$ cat config.mk
export PLATFORM = sky130hd
export DESIGN_NAME = spindle_ia_spike_gen
export DESIGN_NICKNAME = d
export VERILOG_FILES = /design/src/rtl/spindle_ia_spike_gen.sv
export SDC_FILE = /design/constraint.sdc
export NUM_CORES = 1
export LEC_CHECK = 0
export BUFFER_PORTS_ARGS = -buffer_cell sky130_fd_sc_hd__buf_2
export CAP_MARGIN = 15
export CORE_MARGIN = 3
export CORE_UTILIZATION = 40
export DETAILED_ROUTE_END_ITERATION = 12
export SYNTH_ARGS = -nofsm -noshare
export SYNTH_HDL_FRONTEND = slang
export SYNTH_SLANG_ARGS = --single-unit
$ cat constraint.sdc
create_clock -name clk -period 3.85 [get_ports clk]
set_input_delay 0.9625 -clock clk [delete_from_list [all_inputs] [get_ports clk]]
set_output_delay 0.9625 -clock clk [all_outputs]
set_load 0.005 [all_outputs]
$ cat src/rtl/spindle_ia_spike_gen.sv
// Spindle afferent rate-to-spike generator: float rate in, phase accumulator
// per timestep tick, fixed-width retriggerable spike pulse and running count.
module spindle_ia_spike_gen #(
  parameter int unsigned TICK_HZ     = 1000,
  parameter int unsigned SPIKE_WIDTH = 4,
  parameter int unsigned ACC_W       = 24
) (
  input  logic        clk,
  input  logic        reset,
  input  logic [31:0] rate_in,
  input  logic        rate_valid,
  input  logic        tick,
  output logic        spike,
  output logic [31:0] spike_count,
  output logic [31:0] rate_int
);

  localparam int unsigned CNT_W = (SPIKE_WIDTH > 1) ? $clog2(SPIKE_WIDTH) : 1;

  typedef enum logic {
    IDLE  = 1'b0,
    PULSE = 1'b1
  } state_e;

  state_e           state_q, state_d;
  logic [ACC_W-1:0] acc_q, acc_d;
  logic [CNT_W-1:0] wcnt_q, wcnt_d;
  logic [31:0]      count_q, count_d;
  logic [31:0]      rate_int_q, rate_int_d;
  logic             spike_q, spike_d;
  logic [31:0]      rate_conv;
  logic [ACC_W-1:0] sum;
  logic             fire;

  // Truncating float-to-int with saturation at TICK_HZ; negatives, NaN and
  // sub-unity values collapse to zero.
  function automatic logic [31:0] f2i(input logic [31:0] f);
    logic [7:0]  e;
    logic [31:0] m;
    logic [31:0] v;
    e = f[30:23];
    m = {8'd0, 1'b1, f[22:0]};
    v = '0;
    if (e == 8'd255) begin
      v = (f[22:0] != 23'd0 || f[31]) ? 32'd0 : 32'(TICK_HZ);
    end else if (f[31] || e < 8'd127) begin
      v = '0;
    end else if (e >= 8'd159) begin
      v = 32'(TICK_HZ);
    end else if (e <= 8'd150) begin
      v = m >> (8'd150 - e);
    end else begin
      v = m << (e - 8'd150);
    end
    if (v > 32'(TICK_HZ)) v = 32'(TICK_HZ);
    return v;
  endfunction

  assign rate_conv = f2i(rate_in);
  assign sum       = acc_q + ACC_W'(rate_int_q);

  always_comb begin
    state_d    = state_q;
    acc_d      = acc_q;
    wcnt_d     = wcnt_q;
    count_d    = count_q;
    rate_int_d = rate_int_q;
    fire       = 1'b0;

    if (rate_valid) rate_int_d = rate_conv;

    // Phase accumulator uses the rate latched before this edge.
    if (tick) begin
      if (sum >= ACC_W'(TICK_HZ)) begin
        acc_d = sum - ACC_W'(TICK_HZ);
        fire  = 1'b1;
      end else begin
        acc_d = sum;
      end
    end

    case (state_q)
      IDLE: begin
        if (fire) begin
          state_d = PULSE;
          wcnt_d  = CNT_W'(SPIKE_WIDTH - 1);
        end
      end
      PULSE: begin
        if (fire) begin
          wcnt_d = CNT_W'(SPIKE_WIDTH - 1);
        end else if (wcnt_q == '0) begin
          state_d = IDLE;
        end else begin
          wcnt_d = wcnt_q - CNT_W'(1);
        end
      end
      default: state_d = IDLE;
    endcase

    if (fire) count_d = count_q + 32'd1;
    spike_d = (state_d == PULSE);
  end

  always_ff @(posedge clk or posedge reset) begin
    if (reset) begin
      state_q    <= IDLE;
      acc_q      <= '0;
      wcnt_q     <= '0;
      count_q    <= '0;
      rate_int_q <= '0;
      spike_q    <= 1'b0;
    end else begin
      state_q    <= state_d;
      acc_q      <= acc_d;
      wcnt_q     <= wcnt_d;
      count_q    <= count_d;
      rate_int_q <= rate_int_d;
      spike_q    <= spike_d;
    end
  end

  assign spike       = spike_q;
  assign spike_count = count_q;
  assign rate_int    = rate_int_q;

endmodule

==> metrics.yaml, run 1 <==
routing:
  top_layer_used: "met4"
  met3_length_um: 1380
  drt_iter0_drc: 605
  via_per_inst: 5.80
  firstDrtPassIters: 5
  ant_nets: 0
  wl_per_cell_um: 18.2
  met2RoutedLength_um: 13100
  drcViolationCount: 0
  vias: 8910
  wirelength_um: 28000
  met1_length_um: 13000
die:
  row_count: 54
  die_x_um: 157
  ios: 101
  die-area_um2: 24600
  coreArea_um2: 22100
  start_util_pct: 41.2
  dieHeight_um: 157
final_layout:
  nets: 1320
  num_antenna_cells: 0
  final_util_pct: 50.0
  syn2layout_area_growth_pct: 21.3
  multiInputGateArea_um2: 6520
  drive_gt1_share_pct: 27.4
  nFillCells: 2162
  regArea_um2: 2280
run:
  drv_cap: 0
critical_path:
  end_kind: "flop"
  cp_data_required_time_ps: 4080
  start_kind: "flop"
  crit_type: "reg -> reg"
  critPathMaxFanout: 9
  arrival_ps: 3970
timing:
  rsz0062_at_grt: "true"
  setup_tns_ps: 0
  worst_slew_pin_slew_ps: 896
  holdWs_ps: 462
  hold_viol: 0
  max_clock_freq_ghz: 0.267
  finalClockSkew_ps: 10.6
  setup_viol: 0
  finalCritPeriodShare_pct: 97.1
  relSlewSlack_pct: 40.1
  drv_slew: 0
  min_period_ps: 3740
global_route:
  grtUsageTotal_pct: 22.4
  grt_max_degree: 42
  antenna_found_initial: 0
  grt_overflow: 0
  grt_first_pass_wirelength_um: 45100
  grt_pass1_vias: 8401
yosys:
  yosys.area.top_type_share_pct: 25.0
  synth_edf_count: 0
  ys_seq_area_share_pct: 25.0
  synthTopCellsByArea: "dfrtp_1 (25%), mux2i_1 (6.9%), mux2_2 (4.9%), a21oi_1 (4.4%), ha_1 (4.3%)"
  synthesis.nets: 1165
  synth_compound_area_share_pct: 22.2
  async_reset_ff_share_pct: 100
  yosysTopAreaCell: "dfrtp_1"
  synth-xor-area-share_pct: 6.92
  syn_area_um2: 9110
  ys_types: 90
  muxShareOfSynthArea_pct: 14.1
  yosys.area_share.adder_pct: 4.48
  avgSynthCellArea_um2: 8.30
  ys_ff_latch: 91
  synth-simple-area-share_pct: 22.0
  postSynthCellCount: 1097
  yosysWarnings: 0
  synth_top_family_by_area: "compound AO/OA/AOI/OAI gates"
  synth_top_flop_cell: "dfrtp_1"
clocking:
  numCtsBuffers: 9
  clk_latency_ps: 350
  clkTransAtPathRegs_ps: 70
  clock_tree.buffer_depth: 2
  cts_root_buf: "clkbuf_16"
  cts_tree: "yes"
  h-tree-depth: 3
  cts_num_sinks: 91
power_and_ir_drop:
  power_density_nw_per_um2: 439
  pwr-share-clk_pct: 19.0
  p_comb_share_pct: 55.7
  p_leak_nw: 5.07
  p_int_mw: 2.82
  power_frac_seq_pct: 25.3
  p_total_mw: 4.85
  max-vdd-ir-drop_mv: 0.288
  swShare_pct: 41.8
  p_sw_mw: 2.03
hold_path:
  hold_class: "reg -> reg"
placed_design:
  gp_congestion: 0.913
  io_buffers: 100
  detailed_place_hpwl_um: 21600
outcome:
  status: "complete, no violations"
-- power groups by stage --
stage | Combinational [mW] | Clock [mW] | Sequential [mW]
after floorplan | 1.81 | 0 | 1.22
after global placement | 2.49 | 0 | 1.24
after detailed placement | 2.50 | 0 | 1.25
after CTS | 2.54 | 0.943 | 1.23
after global routing | 2.97 | 0.982 | 1.25
final | 2.71 | 0.920 | 1.23
-- cells in the final DEF, fill, tap and decap left out, types with 14 or more instances in the layout --
cell type and instances:
mux2i_1 63, nor2_1 103, inv_1 36, ha_1 30, buf_2 101, a211oi_1 14
a21o_1 15, buf_4 110, dfrtp_1 91, xor2_1 37, o21ai_0 44, nand3_1 25
nand4_1 16, a31oi_1 16, a21oi_1 77, mux2_2 40, o211ai_1 15, nor2b_1 29
xnor2_1 33, nor3_1 28, nand2_1 91
-- what timing repair did --
action,4_1_cts,5_1_grt
gates resized for setup,2,25
pin swaps,2,5
hold buffers,0,0
gates cloned,0,0
endpoints found under the setup margin,5,48
buffers inserted,0,4
-- stage by stage --
| step | std cells | cell area, um^2 | setup WS [ps] |
|---|---|---|---|
| after floorplan | 1097 | 9150 | 7.80 |
| after global placement | 1517 | 10600 | -31.7 |
| after detailed placement | 1517 | 10600 | -75.5 |
| after CTS | 1533 | 10900 | 22.5 |
| after global routing | 1537 | 11000 | -56.9 |
| final | 1537 | 11000 | 112 |
-- critical path, stage by stage (launching register included) --
cell      delay [ps]
dfrtp_1          440
ha_1             440
a21oi_1          310
o21ai_2          160
a221oi_4         380
a31oi_4          190
xnor2_1          180
a32o_2           310
o211ai_4         360
buf_2            280
o211ai_1         140
xor2_1           170
mux2_2           270
-- kinds of logic after synthesis --
group	after synthesis
simple gates	388
flops	91
buf+inv	111
mux	112
xor+xnor	72
fa+ha+maj	32
compound gates	291
-- synthesized netlist by cell type (15+ instances only) --
| cell | n |
|---|---|
| nand3_1 | 25 |
| nand2_1 | 91 |
| inv_1 | 37 |
| nand4_1 | 16 |
| o211ai_1 | 15 |
| clkbuf_1 | 38 |
| ha_1 | 31 |
| mux2_2 | 40 |
| a31oi_1 | 16 |
| o21ai_0 | 44 |
| nor3_1 | 28 |
| nor2_1 | 103 |
| a21oi_1 | 80 |
| buf_2 | 22 |
| a21o_1 | 15 |
| dfrtp_1 | 91 |
| nor2b_1 | 29 |
| xnor2_1 | 33 |
| xor2_1 | 39 |
| mux2i_1 | 63 |
| a211oi_1 | 16 |
-- registers in the layout, summed over array words and instances (netlist names) --
signal / cells
spike_count: 32
rate_int: 32
spike: 1
wcnt_q: 2
acc_q: 24
-- worst paths after layout --
check / startpoint / to / slack [ps] / cells past startpoint
worst min register to register: spike_count[31]$_DFFE_PP0P_ / spike_count[31]$_DFFE_PP0P_ / 460 / 1
worst max register to register: rate_int[9]$_DFFE_PP0P_ / acc_q[20]$_DFFE_PP0P_ / 110 / 12
min in group asynchronous: reset / rate_int[27]$_DFFE_PP0P_ / 630 / 2
worst max-delay path: rate_int[9]$_DFFE_PP0P_ / acc_q[20]$_DFFE_PP0P_ / 110 / 12
worst min-delay path: spike_count[31]$_DFFE_PP0P_ / spike_count[31]$_DFFE_PP0P_ / 460 / 1
max in group asynchronous: reset / spike_count[24]$_DFFE_PP0P_ / 2460 / 3
-- layout make-up --
cell class | instances | area share, %
Multi-Input combinational cell | 895 | 59.0
Sequential cell | 91 | 20.6
Timing Repair Buffer | 217 | 13.1
Tap cell | 280 | 3.17
Clock buffer | 11 | 2.20
Inverter | 38 | 1.34
Clock inverter | 5 | 0.544
-- layer usage --
metal / track usage, % / vias to the layer above
li1: - / 4356
met1: 31.8 / 4250
met2: 36.0 / 264
met3: 2.99 / 40
met4: 5.50 / 0
met5: 0 / -
Power figures use the tool's default switching activity.
==> inputs of run 2 (changes only) <==
--- a/config.mk
+++ b/config.mk
@@ -7,6 +7,7 @@
 export LEC_CHECK = 0
 export BUFFER_PORTS_ARGS = -buffer_cell sky130_fd_sc_hd__buf_2
 export CAP_MARGIN = 15
+export CORE_ASPECT_RATIO = 0.75
 export CORE_MARGIN = 3
 export CORE_UTILIZATION = 40
 export DETAILED_ROUTE_END_ITERATION = 12
==> run 2 against run 1 <==
Sequential cell count did not move. Non-clock buffer count up 3. Worst hold slack improved by 8.4 ps. Count of clock-buffer cells in the layout shrank 1. Fmax is 1.1% higher. Critical path depth increased by 5. Sequential power about the same. Via count rose by 1.7%. Cell count increased by 1.1%. Clock power is 3.5% lower.
==> metrics.yaml, run 2 (synthesis gave the netlist of run 1 again) <==
placed_design:
  io_buffers: 100  # unchanged
  gp_congestion: 0.932  # was 0.913
  detailed_place_hpwl_um: 22400  # was 21600 um
die:
  ios: 101  # unchanged
  die_x_um: 180  # was 157 um
  row_count: 47  # was 54
  start_util_pct: 41.0  # was 41.2%
  die-area_um2: 24600  # about the same
  dieHeight_um: 137  # was 157 um
  coreArea_um2: 22200  # was 22100 um^2
clocking:
  cts_num_sinks: 91  # unchanged
  numCtsBuffers: 9  # unchanged
  cts_tree: "yes"  # unchanged
  hold_buffers: 0  # unchanged
  clkTransAtPathRegs_ps: 70  # about the same
  clock_tree.buffer_depth: 2  # unchanged
  clk_latency_ps: 350  # about the same
  cts_root_buf: "clkbuf_16"  # unchanged
  h-tree-depth: 3  # unchanged
timing:
  rsz0062_at_grt: "true"  # unchanged
  hold_viol: 0  # unchanged
  setup_viol: 0  # unchanged
  worst_slew_pin_slew_ps: 844  # was 896 ps
  relSlewSlack_pct: 43.6  # was 40.1%
  finalClockSkew_ps: 7.66  # was 10.6 ps
  holdWs_ps: 470  # was 462 ps
  finalCritPeriodShare_pct: 96.0  # was 97.1%
  min_period_ps: 3700  # was 3740 ps
  setup_tns_ps: 0  # unchanged
  drv_slew: 0  # unchanged
  max_clock_freq_ghz: 0.270  # was 0.267 GHz
power_and_ir_drop:
  p_leak_nw: 5.10  # was 5.07 nW
  power_density_nw_per_um2: 437  # was 439 nW/um^2
  p_sw_mw: 2.05  # was 2.03 mW
  power_frac_seq_pct: 25.4  # was 25.3%
  swShare_pct: 42.3  # was 41.8%
  max-vdd-ir-drop_mv: 0.238  # was 0.288 mV
  p_int_mw: 2.80  # was 2.82 mW
  pwr-share-clk_pct: 18.3  # was 19.0%
  p_comb_share_pct: 56.3  # was 55.7%
critical_path:
  cp_data_required_time_ps: 4130  # was 4080 ps
  start_kind: "flop"  # unchanged
  cpLargestDelayFamily: "simple AND/OR/NAND/NOR gates"  # was compound AO/OA/AOI/OAI gates
  path_cells: "ha_1 > inv_1 > fa_1 > nand2b_2 > a21oi_2 > buf_4 > o21ai_0 > xnor2_1 > buf_4 > and4bb_2 > o211ai_1 > nand4bb_1 > buf_4 > o2111ai_4 > buf_12 > nor4_2 > xor2_1"  # was ha_1 > a21oi_1 > o21ai_2 > a221oi_4 > a31oi_4 > xnor2_1 > a32o_2 > o211ai_4 > buf_2 > o211ai_1 > xor2_1 > mux2_2
  cp.buffers_inverters: 5  # was 1
  end_kind: "flop"  # unchanged
  cp_slowest_cell: "dfrtp_1"  # unchanged
  crit_type: "reg -> reg"  # unchanged
  arrival_ps: 3970  # about the same
  critPathMaxStageDelay_ps: 380  # was 440 ps
  critPathMaxFanout: 14  # was 9
  critPathMostFrequentCell: "buf_4"
final_layout:
  num_antenna_cells: 0  # unchanged
  drive_gt1_share_pct: 27.5  # was 27.4%
  final_cell_mix: "buf_4 (111), nor2_1 (103), buf_2 (100), nand2_1 (91), dfrtp_1 (91)"  # was buf_4 (110), nor2_1 (103), buf_2 (101), nand2_1 (91), dfrtp_1 (91)
  syn2layout_area_growth_pct: 22.1  # was 21.3%
  final_util_pct: 50.0  # about the same
  final_common_cell: "buf_4"  # unchanged
  nets: 1324  # was 1320
  nFillCells: 2168  # was 2162
routing:
  drt_iter0_drc: 817  # was 605
  vias: 9058  # was 8910
  wl_per_cell_um: 18.7  # was 18.2 um
  via_per_inst: 5.83  # was 5.80
  drcViolationCount: 0  # unchanged
  firstDrtPassIters: 5  # unchanged
  ant_nets: 0  # unchanged
  wirelength_um: 29000  # was 28000 um
global_route:
  grt_overflow: 0  # unchanged
  grt_max_degree: 55  # was 42
  grtUsageTotal_pct: 22.7  # was 22.4%
  antenna_found_initial: 2  # was 0
  grt_first_pass_wirelength_um: 45700  # was 45100 um
  grt_pass1_vias: 8258  # was 8401
hold_path:
  hold_class: "reg -> reg"  # unchanged
outcome:
  status: "complete, no violations"  # unchanged
run:
  drv_cap: 0  # unchanged
[run 2: cell count changes in the layout (fill, tap and decap cells not counted), sizes merged]
cell	change
o211ai	+1
clkbuf	-1
buf	+3
inv	-1
clkinv	+1
[run 2: worst paths after layout]
path	startpoint	endpoint	slack [ps]	depth (start not counted)
max in group asynchronous	reset	rate_int[10]$_DFFE_PP0P_	2440	3
min reg2reg	spike_count[31]$_DFFE_PP0P_	spike_count[31]$_DFFE_PP0P_	470	1
min in group asynchronous	reset	spike_count[7]$_DFFE_PP0P_	640	2
max reg2reg	rate_int[0]$_DFFE_PP0P_	spike_count[20]$_DFFE_PP0P_	150	17
min	spike_count[31]$_DFFE_PP0P_	spike_count[31]$_DFFE_PP0P_	470	1
max	rate_int[0]$_DFFE_PP0P_	spike_count[20]$_DFFE_PP0P_	150	17
[run 2: timing repair]
action | in CTS | in global routing
setup endpoints to repair | 0 | 56
buffers inserted | 0 | 1
resized for setup | 0 | 27
endpoints found under the hold margin | 0 | 0
[run 2: cell type report]
cell class	count	area [um^2]	share of cell area, %
Multi-Input combinational cell	896	6520	58.6
Sequential cell	91	2280	20.5
Timing Repair Buffer	220	1510	13.6
Tap cell	294	368	3.31
Clock buffer	10	229	2.06
Inverter	38	148	1.33
Clock inverter	5	63.8	0.574
[run 2: through the flow]
stage | cell area (um^2) | power [mW] | setup WS (ps) | instances
finish | 11100 | 4.86 | 153 | 1554
global route | 11100 | 5.21 | -35.4 | 1554
CTS | 11000 | 4.71 | 51.3 | 1552
detailed placement | 10700 | 3.79 | -129 | 1537
global placement | 10700 | 3.76 | -180 | 1537
floorplan | 9150 | 3.03 | 7.80 | 1097
[run 2: power groups by stage]
stage | Sequential [mW] | Clock, mW | Combinational, mW
2_1_floorplan | 1.22 | 0 | 1.81
3_3_place_gp | 1.24 | 0 | 2.51
3_5_place_dp | 1.25 | 0 | 2.55
4_1_cts | 1.23 | 0.916 | 2.56
5_1_grt | 1.26 | 0.951 | 3.00
6_report | 1.23 | 0.888 | 2.73
[run 2: per-layer routing]
metal  GRT usage (%)  vias up  wire length, um
li1                -     4363                -
met2            29.9      337            11100
met1            36.4     4315            15100
met4            3.83        4              374
met3            6.27       39             2390
met5               0        -               14
[run 2: worst register-to-register path, cell delays in order, from the launching register on]
cell and delay, ps:
dfrtp_1 380, ha_1 220, inv_1 70, fa_1 370, nand2b_2 250, a21oi_2 190
buf_4 140, o21ai_0 120, xnor2_1 190, buf_4 160, and4bb_2 250, o211ai_1 150
nand4bb_1 190, buf_4 190, o2111ai_4 130, buf_12 200, nor4_2 270, xor2_1 170
==> inputs of run 3 (changes only) <==
--- a/config.mk
+++ b/config.mk
@@ -11,6 +11,7 @@
 export CORE_MARGIN = 3
 export CORE_UTILIZATION = 40
 export DETAILED_ROUTE_END_ITERATION = 12
+export PLACE_DENSITY = 0.64
 export SYNTH_ARGS = -nofsm -noshare
 export SYNTH_HDL_FRONTEND = slang
 export SYNTH_SLANG_ARGS = --single-unit
==> run 3 against run 2 <==
Register-to-register slack about the same. Clock power up 1%. Core utilization down 0.38 points. Fmax down 0.32%. Sequential power about the same. Via count about the same. Routed wire length down 2.3%. Non-clock buffer count up 1. Highest routed layer unchanged.
==> metrics.yaml, run 3 (synthesis gave the netlist of run 1 again) <==
outcome:
  status: "complete, no violations"  # unchanged
timing:
  hold_viol: 0  # unchanged
  setup_tns_ps: 0  # unchanged
  drv_slew: 0  # unchanged
  relSlewSlack_pct: 41.0  # was 43.6%
  holdWs_ps: 471  # was 470 ps
  setup_ws_ps: 141  # was 153 ps
  min_period_ps: 3710  # was 3700 ps
  max_clock_freq_ghz: 0.270  # about the same
  worst_slew_pin_slew_ps: 886  # was 844 ps
  finalCritPeriodShare_pct: 96.3  # was 96.0%
  finalClockSkew_ps: 11.0  # was 7.66 ps
  setup_viol: 0  # unchanged
clocking:
  cts_num_sinks: 91  # unchanged
  cts_root_buf: "clkbuf_16"  # unchanged
  clock_tree.buffer_depth: 2  # unchanged
  h-tree-depth: 3  # unchanged
  clk_latency_ps: 350  # about the same
  numCtsBuffers: 9  # unchanged
  cts_tree: "yes"  # unchanged
  hold_buffers: 0  # unchanged
  clkTransAtPathRegs_ps: 80  # was 70 ps
placed_design:
  detailed_place_hpwl_um: 22000  # was 22400 um
  io_buffers: 100  # unchanged
  gp_congestion: 0.971  # was 0.932
  placed_cells: 1532  # was 1537
  place_ws_ps: -149  # was -129 ps
final_layout:
  num_antenna_cells: 0  # unchanged
  layout.cells.non_filler: 1555  # was 1554
  final_cell_mix: "buf_4 (117), nor2_1 (103), buf_2 (100), nand2_1 (91), dfrtp_1 (91)"  # was buf_4 (111), nor2_1 (103), buf_2 (100), nand2_1 (91), dfrtp_1 (91)
  nFillCells: 2163  # was 2168
  drive_gt1_share_pct: 27.7  # was 27.5%
  final_common_cell: "buf_4"  # unchanged
  nets: 1324  # unchanged
  syn2layout_area_growth_pct: 21.2  # was 22.1%
die:
  ios: 101  # unchanged
  die-area_um2: 24600  # unchanged
  coreArea_um2: 22200  # unchanged
  row_count: 47  # unchanged
  start_util_pct: 41.0  # unchanged
  dieHeight_um: 137  # unchanged
  die_x_um: 180  # unchanged
power_and_ir_drop:
  p_leak_nw: 5.07  # was 5.10 nW
  p_total_mw: 4.95  # was 4.86 mW
  max-vdd-ir-drop_mv: 0.376  # was 0.238 mV
  power_density_nw_per_um2: 448  # was 437 nW/um^2
global_route:
  grt_max_degree: 71  # was 55
  grt_first_pass_wirelength_um: 44800  # was 45700 um
  grtUsageTotal_pct: 22.0  # was 22.7%
  grt_overflow: 0  # unchanged
  grt_pass1_vias: 8100  # was 8258
  antenna_found_initial: 1  # was 2
routing:
  vias: 9050  # was 9058
  via_per_inst: 5.82  # was 5.83
  ant_nets: 0  # unchanged
  firstDrtPassIters: 5  # unchanged
  drt_iter0_drc: 944  # was 817
  wirelength_um: 28300  # was 29000 um
  drcViolationCount: 0  # unchanged
  wl_per_cell_um: 18.2  # was 18.7 um
critical_path:
  cp_data_required_time_ps: 4100  # was 4130 ps
  critPathMaxStageDelay_ps: 430  # was 380 ps
  end_kind: "flop"  # unchanged
  cp.buffers_inverters: 3  # was 5
  path_cells: "ha_2 > buf_4 > o211ai_1 > a211oi_1 > o211a_1 > nor2_1 > mux2_2 > nor4_4 > o211ai_4 > buf_4 > buf_4 > o21ai_2 > mux2_2 > o221ai_1"  # was ha_1 > inv_1 > fa_1 > nand2b_2 > a21oi_2 > buf_4 > o21ai_0 > xnor2_1 > buf_4 > and4bb_2 > o211ai_1 > nand4bb_1 > buf_4 > o2111ai_4 > buf_12 > nor4_2 > xor2_1
  cp_slowest_cell: "dfrtp_1"  # unchanged
  cpLargestDelayFamily: "compound AO/OA/AOI/OAI gates"  # was simple AND/OR/NAND/NOR gates
  crit_type: "reg -> reg"  # unchanged
  start_kind: "flop"  # unchanged
  arrival_ps: 3960  # was 3970 ps
  critPathMaxFanout: 9  # was 14
  critPathMostFrequentCell: "buf_4"  # unchanged
hold_path:
  hold_class: "reg -> reg"  # unchanged
run:
  drv_cap: 0  # unchanged
## run 3: changes by cell type in the layout (fill, tap and decap cells not counted), sizes merged
| cell | previous run | this run |
|---|---|---|
| inv | 39 | 43 |
| buf | 220 | 221 |
| bufinv | 1 | 0 |
| clkinv | 2 | 1 |
| clkinvlp | 1 | 0 |
| o211ai | 19 | 18 |
## run 3: what timing repair did
action	CTS	global route
endpoints found under the setup margin	4	57
buffers inserted	0	7
resized for setup	2	28
pin swaps	0	5
## run 3: per-layer routing
layer,track usage (%),up-vias,wire length [um]
met5,0,-,13
met4,2.51,2,272
met3,4.52,23,2360
met2,29.8,319,11200
met1,36.0,4351,14500
li1,-,4355,-
## run 3: area by class of cell
cell class | count | area, um^2 | area share, %
well taps | 294 | 368 | 3.33
clock buffers | 10 | 239 | 2.17
multi-input cells | 895 | 6490 | 58.8
inverters | 38 | 148 | 1.34
flip-flops and latches | 91 | 2280 | 20.6
repair buffers | 221 | 1450 | 13.1
clock inverters | 6 | 60.1 | 0.544
## run 3: final timing paths
path | start | endpoint | slack (ps) | cells after the start
max reg2reg | rate_int[6]$_DFFE_PP0P_ | acc_q[14]$_DFFE_PP0P_ | 140 | 14
min | spike_count[31]$_DFFE_PP0P_ | spike_count[31]$_DFFE_PP0P_ | 470 | 1
max | rate_int[6]$_DFFE_PP0P_ | acc_q[14]$_DFFE_PP0P_ | 140 | 14
min in group asynchronous | reset | spike_count[3]$_DFFE_PP0P_ | 800 | 2
max in group asynchronous | reset | spike_count[22]$_DFFE_PP0P_ | 2340 | 3
min reg2reg | spike_count[31]$_DFFE_PP0P_ | spike_count[31]$_DFFE_PP0P_ | 470 | 1
## run 3: per-stage QoR
step	utilization [%]	instance area, um^2
2_1_floorplan	-	9150
3_3_place_gp	47.5	10600
3_5_place_dp	47.5	10600
4_1_cts	48.9	10900
5_1_grt	49.6	11000
6_report	49.6	11000
## run 3: power breakdown
group | internal (mW) | leakage [nW] | switching [mW]
registers | 1.11 | 1.15 | 0.120
clock network | 0.476 | 0.149 | 0.424
logic | 1.24 | 3.77 | 1.57
